==> src/rtl/dmi_arbiter_if.sv <==
// dmi_arbiter_if: debug-module side of the DMI arbiter.
//
// Valid/ready semantics (both channels): a transfer happens on a rising clock
// edge where valid and ready are both high. Once the source raises valid it
// keeps valid high and the payload constant until that edge; ready may be
// raised or lowered freely and never depends combinationally on valid.
//
// Signals:
//   req_valid  arbiter -> DM   request valid
//   req_ready  DM -> arbiter   DM accepts request
//   req        arbiter -> DM   {addr, data, op}
//   resp_valid DM -> arbiter   response valid
//   resp_ready arbiter -> DM   arbiter accepts response
//   resp       DM -> arbiter   {data, resp}
interface dmi_arbiter_if #(
    parameter int REQ_W  = 41,
    parameter int RESP_W = 34
);
    logic              req_valid;
    logic              req_ready;
    logic [REQ_W-1:0]  req;
    logic              resp_valid;
    logic              resp_ready;
    logic [RESP_W-1:0] resp;

    modport master (
        output req_valid, req, resp_ready,
        input  req_ready, resp_valid, resp
    );

    modport slave (
        input  req_valid, req, resp_ready,
        output req_ready, resp_valid, resp
    );
endinterface

==> src/rtl/dmi_arbiter.sv <==
// dmi_arbiter: grants the debug-module DMI port to one of two level-handshake
// requesters (index 0 = UART TAP, index 1 = second DTM) with round-robin
// fairness, runs one request/response per grant and returns the result with
// a one-cycle done pulse. All outputs are registered.
//
// Ports:
//   CLK_I, RST_NI  clock, asynchronous active-low reset
//   READ_I/WRITE_I per-requester request levels
//   DMI_I          per-requester request word {addr, data, op}; op ignored
//   DMI_O          per-requester result {captured addr, resp data, resp code}
//   DONE_O         per-requester completion pulse
//   GRANT_O        one-hot current owner, 0 when idle
//   STATE_O        FSM state for observation
//   dmi            DM-side request/response channels (master modport)
module dmi_arbiter #(
    parameter int REQ_W  = 41,
    parameter int RESP_W = 34
) (
    input  logic                  CLK_I,
    input  logic                  RST_NI,
    input  logic [1:0]            READ_I,
    input  logic [1:0]            WRITE_I,
    input  logic [1:0][REQ_W-1:0] DMI_I,
    output logic [1:0][REQ_W-1:0] DMI_O,
    output logic [1:0]            DONE_O,
    output logic [1:0]            GRANT_O,
    output logic [1:0]            STATE_O,
    dmi_arbiter_if.master         dmi
);
    localparam int ADDR_LSB = 34;
    localparam int DATA_LSB = 2;

    typedef enum logic [1:0] {
        st_idle = 2'd0,
        st_req  = 2'd1,
        st_resp = 2'd2,
        st_done = 2'd3
    } state_e;

    state_e                  state_q, state_d;
    logic [1:0]              armed_q, armed_d;
    logic                    last_q, last_d;
    logic                    gidx_q, gidx_d;
    logic [1:0]              grant_q, grant_d;
    logic                    req_valid_q, req_valid_d;
    logic                    resp_ready_q, resp_ready_d;
    logic [REQ_W-1:0]        req_q, req_d;
    logic [1:0][REQ_W-1:0]   dmi_o_q, dmi_o_d;
    logic [1:0]              done_q, done_d;

    logic [1:0]              pending;
    logic                    pick_idx;

    // The op field of the incoming words is regenerated from READ_I/WRITE_I.
    logic unused_op;
    assign unused_op = ^{DMI_I[0][DATA_LSB-1:0], DMI_I[1][DATA_LSB-1:0]};

    assign pending = armed_q & (READ_I | WRITE_I);
    // On a tie the requester that was not granted last wins.
    assign pick_idx = (&pending) ? ~last_q : pending[1];

    always_comb begin
        state_d      = state_q;
        armed_d      = armed_q;
        last_d       = last_q;
        gidx_d       = gidx_q;
        grant_d      = grant_q;
        req_valid_d  = req_valid_q;
        resp_ready_d = resp_ready_q;
        req_d        = req_q;
        dmi_o_d      = dmi_o_q;
        done_d       = '0;

        case (state_q)
            st_idle: begin
                if (|pending) begin
                    gidx_d                        = pick_idx;
                    grant_d                       = '0;
                    grant_d[pick_idx]             = 1'b1;
                    req_d[REQ_W-1:ADDR_LSB]       = DMI_I[pick_idx][REQ_W-1:ADDR_LSB];
                    // Write has priority when both levels are high.
                    if (WRITE_I[pick_idx]) begin
                        req_d[ADDR_LSB-1:DATA_LSB] = DMI_I[pick_idx][ADDR_LSB-1:DATA_LSB];
                        req_d[DATA_LSB-1:0]        = 2'b10;
                    end else begin
                        req_d[ADDR_LSB-1:DATA_LSB] = '0;
                        req_d[DATA_LSB-1:0]        = 2'b01;
                    end
                    req_valid_d = 1'b1;
                    state_d     = st_req;
                end
            end
            st_req: begin
                if (dmi.req_ready) begin
                    req_valid_d  = 1'b0;
                    resp_ready_d = 1'b1;
                    state_d      = st_resp;
                end
            end
            st_resp: begin
                if (dmi.resp_valid) begin
                    resp_ready_d     = 1'b0;
                    dmi_o_d[gidx_q]  = {req_q[REQ_W-1:ADDR_LSB], dmi.resp};
                    done_d[gidx_q]   = 1'b1;
                    state_d          = st_done;
                end
            end
            st_done: begin
                armed_d[gidx_q] = 1'b0;
                last_d          = gidx_q;
                grant_d         = '0;
                state_d         = st_idle;
            end
            default: state_d = st_idle;
        endcase

        // A low level re-arms the requester; this wins over the done-cycle
        // clear so a requester that already withdrew is not left disarmed.
        armed_d = armed_d | ~(READ_I | WRITE_I);
    end

    always_ff @(posedge CLK_I or negedge RST_NI) begin
        if (!RST_NI) begin
            state_q      <= st_idle;
            armed_q      <= 2'b11;
            last_q       <= 1'b1;
            gidx_q       <= 1'b0;
            grant_q      <= '0;
            req_valid_q  <= 1'b0;
            resp_ready_q <= 1'b0;
            req_q        <= '0;
            dmi_o_q      <= '0;
            done_q       <= '0;
        end else begin
            state_q      <= state_d;
            armed_q      <= armed_d;
            last_q       <= last_d;
            gidx_q       <= gidx_d;
            grant_q      <= grant_d;
            req_valid_q  <= req_valid_d;
            resp_ready_q <= resp_ready_d;
            req_q        <= req_d;
            dmi_o_q      <= dmi_o_d;
            done_q       <= done_d;
        end
    end

    assign DMI_O          = dmi_o_q;
    assign DONE_O         = done_q;
    assign GRANT_O        = grant_q;
    assign STATE_O        = state_q;
    assign dmi.req_valid  = req_valid_q;
    assign dmi.req        = req_q;
    assign dmi.resp_ready = resp_ready_q;
endmodule
==> src/flat_wrapper.sv <==
// flat-port wrapper written by rule: the top's interface ports become plain ports
module dmi_arbiter_flat 
#(
    parameter int REQ_W  = 41,
    parameter int RESP_W = 34
)
  (CLK_I, RST_NI, READ_I, WRITE_I, DMI_I, DMI_O, DONE_O, GRANT_O, STATE_O, dmi_req_valid, dmi_req, dmi_resp_ready, dmi_req_ready, dmi_resp_valid, dmi_resp);
  dmi_arbiter_if #(.REQ_W(REQ_W), .RESP_W(RESP_W)) dmi_i ();
  input  logic CLK_I;
  input  logic RST_NI;
  input  logic [1:0] READ_I;
  input  logic [1:0] WRITE_I;
  input  logic [1:0][REQ_W-1:0] DMI_I;
  output logic [1:0][REQ_W-1:0] DMI_O;
  output logic [1:0] DONE_O;
  output logic [1:0] GRANT_O;
  output logic [1:0] STATE_O;
  output wire logic [$bits(dmi_i.req_valid)-1:0] dmi_req_valid;
  output wire logic [$bits(dmi_i.req)-1:0] dmi_req;
  output wire logic [$bits(dmi_i.resp_ready)-1:0] dmi_resp_ready;
  input wire logic [$bits(dmi_i.req_ready)-1:0] dmi_req_ready;
  input wire logic [$bits(dmi_i.resp_valid)-1:0] dmi_resp_valid;
  input wire logic [$bits(dmi_i.resp)-1:0] dmi_resp;
  assign dmi_req_valid = dmi_i.req_valid;
  assign dmi_req = dmi_i.req;
  assign dmi_resp_ready = dmi_i.resp_ready;
  assign dmi_i.req_ready = dmi_req_ready;
  assign dmi_i.resp_valid = dmi_resp_valid;
  assign dmi_i.resp = dmi_resp;
  dmi_arbiter #(.REQ_W(REQ_W), .RESP_W(RESP_W)) u_core (.CLK_I(CLK_I), .RST_NI(RST_NI), .READ_I(READ_I), .WRITE_I(WRITE_I), .DMI_I(DMI_I), .DMI_O(DMI_O), .DONE_O(DONE_O), .GRANT_O(GRANT_O), .STATE_O(STATE_O), .dmi(dmi_i));
endmodule
==> config.mk <==
export PLATFORM = sky130hd
export DESIGN_NAME = dmi_arbiter_flat
export DESIGN_NICKNAME = d
export VERILOG_FILES = /design/src/rtl/dmi_arbiter_if.sv /design/src/rtl/dmi_arbiter.sv /design/src/flat_wrapper.sv
export SDC_FILE = /design/constraint.sdc
export NUM_CORES = 1
export LEC_CHECK = 0
export CAP_MARGIN = 15
export CORE_MARGIN = 2
export CORE_UTILIZATION = 45
export CTS_BUF_LIST = sky130_fd_sc_hd__clkbuf_8
export DETAILED_ROUTE_END_ITERATION = 8
export GPL_ROUTABILITY_DRIVEN = 0
export HOLD_SLACK_MARGIN = 0.12
export PLACE_DENSITY_LB_ADDON = 0.12
export SYNTH_ARGS = -nofsm -noshare
export SYNTH_HDL_FRONTEND = slang
export SYNTH_SLANG_ARGS = --single-unit
export TNS_END_PERCENT = 30
==> constraint.sdc <==
create_clock -name CLK_I -period 2.35 [get_ports CLK_I]
set_input_delay 0.705 -clock CLK_I [delete_from_list [all_inputs] [get_ports CLK_I]]
set_output_delay 0.705 -clock CLK_I [all_outputs]
set_load 0.02 [all_outputs]
Word level (Yosys, flattened, before mapping)
Index checks and enable logic that the tools add are counted.

Latch bits: 0. Bits in registers: 135. RAM bits: 0. Memories kept: 0. Memory bits (read-only): 0. Logic and storage cells: 70.

Shift operators: 0. Reductions and logical operators: 14. Multiply operators: 0. Magnitude comparators: 4. Add/subtract/negate cells: 0. Bitwise operators: 7. Equality and inequality tests: 6. Mux-type cells: 28. Divide/modulo/power cells: 0.

Operators by type and width (count): 2-to-1 mux 41 bit (3); bitwise mux 82 bit (1); demux 41 bit (select 1 bit) (1); 2-to-1 mux 34 bit (1); 2-to-1 mux 2 bit (7); 2-to-1 mux 1 bit (9); AND reduction 3 bit (3); one-hot mux 2 bit (4 select lines) (1); AND reduction 2 bit (4); nonzero test 2 bit (3); AND 2 bit (2); == test 2 bit (second input constant) (2); < comparator 1 x 2 -> 1 bit (second input constant) (2); != test 2 bit (second input constant) (2); inverter 2 bit (2); bitwise OR 2 bit (2); one-hot mux 1 bit (2 select lines) (2); one-hot mux 2 bit (2 select lines) (1); demux 1 bit (select 1 bit) (2); == test 2 x 1 -> 1 bit (second input constant) (1); >= comparator 1 bit (second input constant) (2); logical AND 1 bit (2); logical NOT 2 bit (1); != test 2 x 1 -> 1 bit (second input constant) (1); 2 further kinds (2).

Depth between registers and ports, before layout
Depth in word-level cells: 10. Gate-level depth with buffers: 8.

Least setup slack after synthesis
Ideal clock, no wire load.

Kind: register -> register. Start point: reg u_core.state_q[0] (netlist: u_core.STATE_O[0]). End point: reg u_core.req_q[10] (netlist: u_core.dmi.req[10]). Setup time: 0.119 ns. Buffers on the path: 2. Cell stages (with the launch flop): 9. Path slack: 0.588 ns. Data arrival time: 1.643 ns. Cells stage by stage: dfrtp_1 -> inv_1 -> ha_1 -> buf_4 -> nand3_1 -> a21oi_1 -> o2bb2ai_4 -> buf_6 -> o21ai_2.

Word-level cells in the longest chain between the ends: 2.

RTL lines: start, declared (RTL line dmi_arbiter.sv:40) `state_e state_q, state_d;`; start signal, assigned (RTL line dmi_arbiter.sv:124) `state_q <= st_idle;`; start signal, assigned (RTL line dmi_arbiter.sv:135) `state_q <= state_d;`; logical NOT 2 bit (RTL line dmi_arbiter.sv:74) `case (state_q)`; AND reduction 2 bit (no source line); end signal, assigned (RTL line dmi_arbiter.sv:142) `req_q <= req_d;`; end, declared (RTL line dmi_arbiter.sv:47) `logic [REQ_W-1:0] req_q, req_d;`.

No other way between the ends. A chain may end at the register's enable or synchronous reset.

Final worst setup path
Start point: reg u_core.req_q[36] (netlist: u_core.dmi.req[36]). End point: out dmi_req[36].

RTL lines: end, declared (RTL line flat_wrapper.sv:19) `output wire logic [$bits(dmi_i.req)-1:0] dmi_req;`.

No word-level cell between the ends.

==> flow_summary_export.csv <==
group,metric,value,unit
drt,drc,0,
power_and_ir_drop,power.density,1370,nW/um^2
setup_path,worstPathMaxFanout,4,
clock_tree,cts.path.max_buffers,2,
global_route,gr-total-overflow,0,
final_layout,final_nets,888,
global_route,grt_pass1_wl,23500,um
logic_synthesis,ys_ff_latch,135,
drt,dr.pass1.iters,4,
timing,post-route-period-util,95.3,%
timing,max_freq,447,MHz
drt,wirelength,14600,um
place,portBuffers,250,
logic_synthesis,synth_seq_area_share,60.2,%
clock_tree,numCtsBuffers,17,
global_route,grt_usage,22.8,%
setup_path,cp.depth,1,
logic_synthesis,ys_types,32,
clock_tree,cts_tree,"done",
timing,rsz0062_at_grt,"no",
drt,wl_per_cell,15.6,um
clock_tree,clk_pin_slew,0.07,ns
floorplan,fp-row-count,40,
logic_synthesis,synth_area_leaders,"dfrtp_1 (59%), nand2_1 (11%), mux2_2 (8.2%)",
clock_tree,cts_root_buf,"clkbuf_8",
setup_path,max_stage_delay,0.68,ns
setup_path,critPathArrivalTime,1.53,ns
setup_path,cp_cell_sequence,"clkdlybuf4s50_1",
logic_synthesis,syn_area,5620,sq um
logic_synthesis,syn_inst,500,
timing,slew_violations,0,
floorplan,initial_core_util,46.4,%
drt,num_vias,4508,
setup_path,worstReg2RegStart,"u_core.STATE_O[0]$_DFFE_PN0P_",
global_route,grt_pass1_vias,4713,
timing,max_slew_margin,74.4,%
drt,drt_iter0_markers,268,
logic_synthesis,synth_edf_count,0,
drt,final_antenna_net_count,0,
timing,tightest_slew,0.383,ns
logic_synthesis,yosysTopAreaCell,"dfrtp_1",
power_and_ir_drop,p_leak,4.04,nW
setup_path,rrSetupSlack,0.45,ns
setup_path,critPathSlowestCell,"clkdlybuf4s50_1",
setup_path,crit_family,"buffers and inverters",
setup_path,cp-end-kind,"output port",
logic_synthesis,synthTopCellsByCount,"nand2_1 (172), dfrtp_1 (132), mux2_2 (41)",
floorplan,core-area,12100,sq um
drt,vias_per_cell,4.80,
floorplan,chipHeight,116,um
floorplan,die_x,116,um
logic_synthesis,synth_most_common_cell,"nand2_1",
logic_synthesis,yosysTopAreaCellShare,58.8,%
timing,hold_viol,0,
timing,period_minus_slack,2.24,ns
clock_tree,post_cts_buffers,0,
setup_path,r2r-end,"u_core.dmi.req[5]$_DFFE_PN0P_",
clock_tree,cts_hold_buf,0,
place,dpl_cell_area,8380,sq um
final_layout,stdcell_area,8790,sq um
setup_path,critical_path_buf_inv_count,1,
outcome,outcome,"finished, final reports clean",
floorplan,die-area,13400,sq um
setup_path,crit_type,"reg -> out",
timing,setup_violations,0,
power_and_ir_drop,ir_worst_vdd,0.659,mV
clock_tree,htree_levels,4,
worst_hold_path,hold_path.class,"in -> async",
setup_path,crit_required,1.64,ns
final_layout,drive_gt1_share,13.6,%
final_layout,synthToLayoutAreaGrowth,56.5,%
timing,setup_tns,0,ns
logic_synthesis,async_flop_share,100,%
logic_synthesis,synth_ff_type,"dfrtp_1",
logic_synthesis,ys_warn_count,0,
logic_synthesis,syn_area_per_cell,11.2,sq um
timing,fin_worst_skew,0.00673,ns
setup_path,cp-endpoint,"dmi_req[36]",
setup_path,cp-startpoint,"u_core.dmi.req[36]$_DFFE_PN0P_",
floorplan,num_io_pins,255,
final_layout,antenna_cells,0,
global_route,antenna_found_initial,0,
place,hpwl,10800,um
logic_synthesis,syn_nets,629,
clock_tree,clock-sinks,135,
flow_run,max-cap-violations,0,
global_route,grt_max_degree,56,
clock_tree,insertion_delay,0.42,ns
clock_tree,cts_resized,0,
setup_path,r2r_cells,7,
setup_path,start_kind,"flip-flop",
==> per-layer routing <==
metal  GRT usage [%]  wire length, um
met1            26.1             5730
met2            39.1             7330
met3            8.42             1330
met4            8.49              232
met5               0                0
==> kinds of logic (layout without fill, tap and decap cells) <==
logic type | Yosys count | after routing | synth area share, %
AND/OR/NAND/NOR | 184 | 184 | 12.7
buffers and inverters | 33 | 305 | 3.41
flip-flops | 135 | 135 | 60.2
AO/OA/AOI/OAI | 62 | 62 | 7.24
adder cells (fa/ha/maj) | 5 | 5 | 1.11
multiplexers | 81 | 81 | 15.4
==> how the worst min path moves through the flow <==
stage,start,to,cells after the start
6_report,RST_NI,u_core.DMI_O[65]$_DFFE_PN0P_,1
5_1_grt,RST_NI,u_core.DMI_O[65]$_DFFE_PN0P_,1
4_1_cts,RST_NI,u_core.DMI_O[65]$_DFFE_PN0P_,1
3_5_place_dp,u_core.DMI_O[39]$_DFFE_PN0P_,u_core.DMI_O[39]$_DFFE_PN0P_,2
3_3_place_gp,u_core.DMI_O[10]$_DFFE_PN0P_,u_core.DMI_O[10]$_DFFE_PN0P_,2
2_1_floorplan,RST_NI,u_core.DMI_O[0]$_DFFE_PN0P_,0
==> metrics by stage <==
| step | instances | hold slack (ns) | total power [mW] | utilization [%] | worst slack (ns) |
|---|---|---|---|---|---|
| after floorplan | 500 | 0.409 | 7.25 | - | 0.588 |
| after global placement | 908 | 0.458 | 9.97 | 69.2 | 0.0859 |
| after detailed placement | 908 | 0.462 | 10.2 | 69.2 | 0.0447 |
| after CTS | 940 | 0.165 | 12.2 | 72.6 | 0.0834 |
| after global routing | 940 | 0.173 | 12.8 | 72.6 | 0.0626 |
| final | 940 | 0.183 | 12.0 | 72.6 | 0.111 |
==> layout make-up <==
type / count / area [sq um]
Sequential cell: 135 / 3380
Fill cell: 905 / 3320
Timing Repair Buffer: 265 / 2700
Multi-Input combinational cell: 332 / 2050
Clock buffer: 19 / 262
Tap cell: 168 / 210
Clock inverter: 13 / 155
Inverter: 8 / 30.0
==> registers in the layout (all words and copies together), names as in the netlist <==
name,flops
u_core.DMI_O,82
u_core.DONE_O,2
u_core.GRANT_O,2
u_core.STATE_O,2
u_core.armed_q,2
u_core.dmi.req,41
u_core.dmi.req_valid,1
u_core.dmi.resp_ready,1
u_core.gidx_q,1
u_core.last_q,1
==> layout by cell type (no fill, tap or decap), drive strengths merged, types with 8 or more instances in the layout <==
cell type,n
mux2i,39
clkbuf,19
mux2,42
inv,8
nand2,172
o21ai,49
dfrtp,132
clkdlybuf4s50,249
buf,16
==> power breakdown <==
part           internal [mW]  total (mW)  leakage, nW  switching (mW)
Combinational           2.97        6.11         2.15            3.14
Clock                   1.10        1.98        0.201           0.881
Sequential              3.36        3.94         1.69           0.577
Note: power is estimated with default switching activity, not from simulation.
==> RTL change (same flow settings) <==
`REQ_W` is set to 41 in 3 places; all go to 82.
--- a/src/rtl/dmi_arbiter_if.sv
+++ b/src/rtl/dmi_arbiter_if.sv
@@ -14,5 +14,5 @@
 //   resp       DM -> arbiter   {data, resp}
 interface dmi_arbiter_if #(
-    parameter int REQ_W  = 41,
+    parameter int REQ_W  = 82,
     parameter int RESP_W = 34
 );
--- a/src/rtl/dmi_arbiter.sv
+++ b/src/rtl/dmi_arbiter.sv
@@ -14,5 +14,5 @@
 //   dmi            DM-side request/response channels (master modport)
 module dmi_arbiter #(
-    parameter int REQ_W  = 41,
+    parameter int REQ_W  = 82,
     parameter int RESP_W = 34
 ) (
--- a/src/flat_wrapper.sv
+++ b/src/flat_wrapper.sv
@@ -2,5 +2,5 @@
 module dmi_arbiter_flat 
 #(
-    parameter int REQ_W  = 41,
+    parameter int REQ_W  = 82,
     parameter int RESP_W = 34
 )
Interface: changed (resized DMI_I, DMI_O and dmi_req); port bits go from 255 to 460. No check against the original RTL was run, so the function may have changed too.
==> RTL change against the unedited design <==
- first-iteration DRC count rose by 4.9%
- critical path type unchanged
- setup slack got worse by 67 ps
- routed wire length is 120% higher
- cell area rose by 89%
- via count increased by 88%
- power increased by 99%
- core utilization decreased by 1.5 points
- sequential cell count increased by 123
- synthesized area grew 90%
- sequential share of layout area rose by 0.48 points
==> RTL change: results (changes against the unedited design) <==
vias: 8491  # +88%
nets: 1631  # +84%
drive_above_1_share: 0.0912  # -0.0449
power_leakage_nw: 7.85  # +94%
cts_buffers: 42  # +25
worst_skew_pair.late_latency_ps: 530  # +110 ps
cts_max_path_buffers: 3  # +1
vias_per_cell: 4.80  # +0.14%
syn_nets: 1149  # +83%
synth_area_leaders: "dfrtp_1, nand2_1, mux2i_1, mux2_1, o21ai_1"
syn_avg_cell_area_um2: 11.4  # +1.1%
grt_pass1_wl_um: 48000  # +100%
relSlewSlack: 0.707  # -0.0371
track_usage: 0.251  # +0.0235
seq_area_frac_synth: 0.606  # +0.00453
gr-usage-met2: 0.441  # +0.0498
grt_util_met1: 0.284  # +0.0231
firstDrtPassIters: 6  # +2
cts_htree_levels: 2  # -2
drt_first_iter_violations: 281  # +4.9%
path_max_fanout: 3  # -1
grt_max_degree: 83  # +48%
status: "finished, final reports clean"
skew_ps: 19.1  # +12.4 ps
post_cts_buffers: 0  # unchanged
routed_wl_um: 31800  # +120%
grtUsageMet3: 0.0750  # -0.00920
antenna_found_initial: 1  # +1
synth.distinct_cells: 36  # +13%
peakVddDrop_mv: 0.729  # +11%
largest_reg_flops: 164  # +100%
place_hpwl_um: 23500  # +120%
grt_pass1_vias: 8601  # +82%
critPathArrivalTime_ps: 1600  # +70 ps
dp_cells: 1694  # +87%
hold_path.class: "flip-flop to flip-flop"
portBuffers: 455  # +82%
synthTopCellsByCount: "nand2_1, dfrtp_1, o21ai_1"
RTL change: stage by stage:
step	util	hold slack (ps)	cell area, µm²	worst slack (ps)	total power [mW]
floorplan	-	409	10700	562	14.2
CTS	0.710	475	16600	0.218	24.2
global placement	0.673	457	15700	-8.11	19.9
finish	0.711	470	16600	43.7	23.9
detailed placement	0.673	461	15700	-57.4	20.2
global route	0.711	485	16600	2.41	25.3
RTL change: repair_timing:
action,CTS,global route
hold buffers,1,0
endpoints found under the hold margin,35,0
gates resized for setup,2,8
gates cloned,0,0
setup endpoints to repair,2,8
RTL change: worst min-delay path, delay by kind of cell, from the launching register on:
kind | cells | cell delay (ps)
flip-flops | 1 | 330
AND/OR/NAND/NOR | 2 | 110
RTL change: per-layer routing:
| layer | wire (µm) | share of wire |
|---|---|---|
| met5 | 0 | 0 |
| met2 | 16100 | 0.50 |
| met4 | 1190 | 0.037 |
| met3 | 2770 | 0.087 |
| met1 | 11800 | 0.37 |
RTL change: worst paths after layout:
path	start	end	slack [ps]	depth (start not counted)
min reg2reg	u_core.DMI_O[2]$_DFFE_PN0P_	u_core.DMI_O[2]$_DFFE_PN0P_	470	2
min in group asynchronous	RST_NI	u_core.dmi.req[60]$_DFFE_PN0P_	660	2
max	u_core.dmi.resp_ready$_DFFE_PN0P_	dmi_resp_ready	40	1
min	u_core.DMI_O[2]$_DFFE_PN0P_	u_core.DMI_O[2]$_DFFE_PN0P_	470	2
max in group asynchronous	RST_NI	u_core.dmi.req[14]$_DFFE_PN0P_	1040	3
max reg2reg	u_core.STATE_O[0]$_DFFE_PN0P_	u_core.DMI_O[96]$_DFFE_PN0P_	520	6
RTL change: power breakdown:
group / leakage, nW / internal (mW) / switching (mW)
Combinational: 4.14 / 5.81 / 6.42
Clock: 0.487 / 2.21 / 1.72
Sequential: 3.23 / 6.50 / 1.28
Total: 7.85 / 14.5 / 9.42
RTL change: logic make-up after synthesis:
kind of cell,Yosys count,synth area share
flip-flops,258,0.606
adder cells (fa/ha/maj),5,0.00587
AO/OA/AOI/OAI,104,0.0561
AND/OR/NAND/NOR,347,0.124
buffers and inverters,61,0.0449
multiplexers,163,0.163
RTL change: area by class of cell:
| cell class | count | area (µm²) |
|---|---|---|
| Sequential cell | 258 | 6460 |
| Inverter | 8 | 30.0 |
| Tap cell | 319 | 399 |
| Timing Repair Buffer | 491 | 5110 |
| Multi-Input combinational cell | 619 | 3720 |
| Fill cell | 1787 | 6740 |
| Clock inverter | 13 | 53.8 |
| Clock buffer | 59 | 812 |
| Antenna cell | 1 | 2.50 |
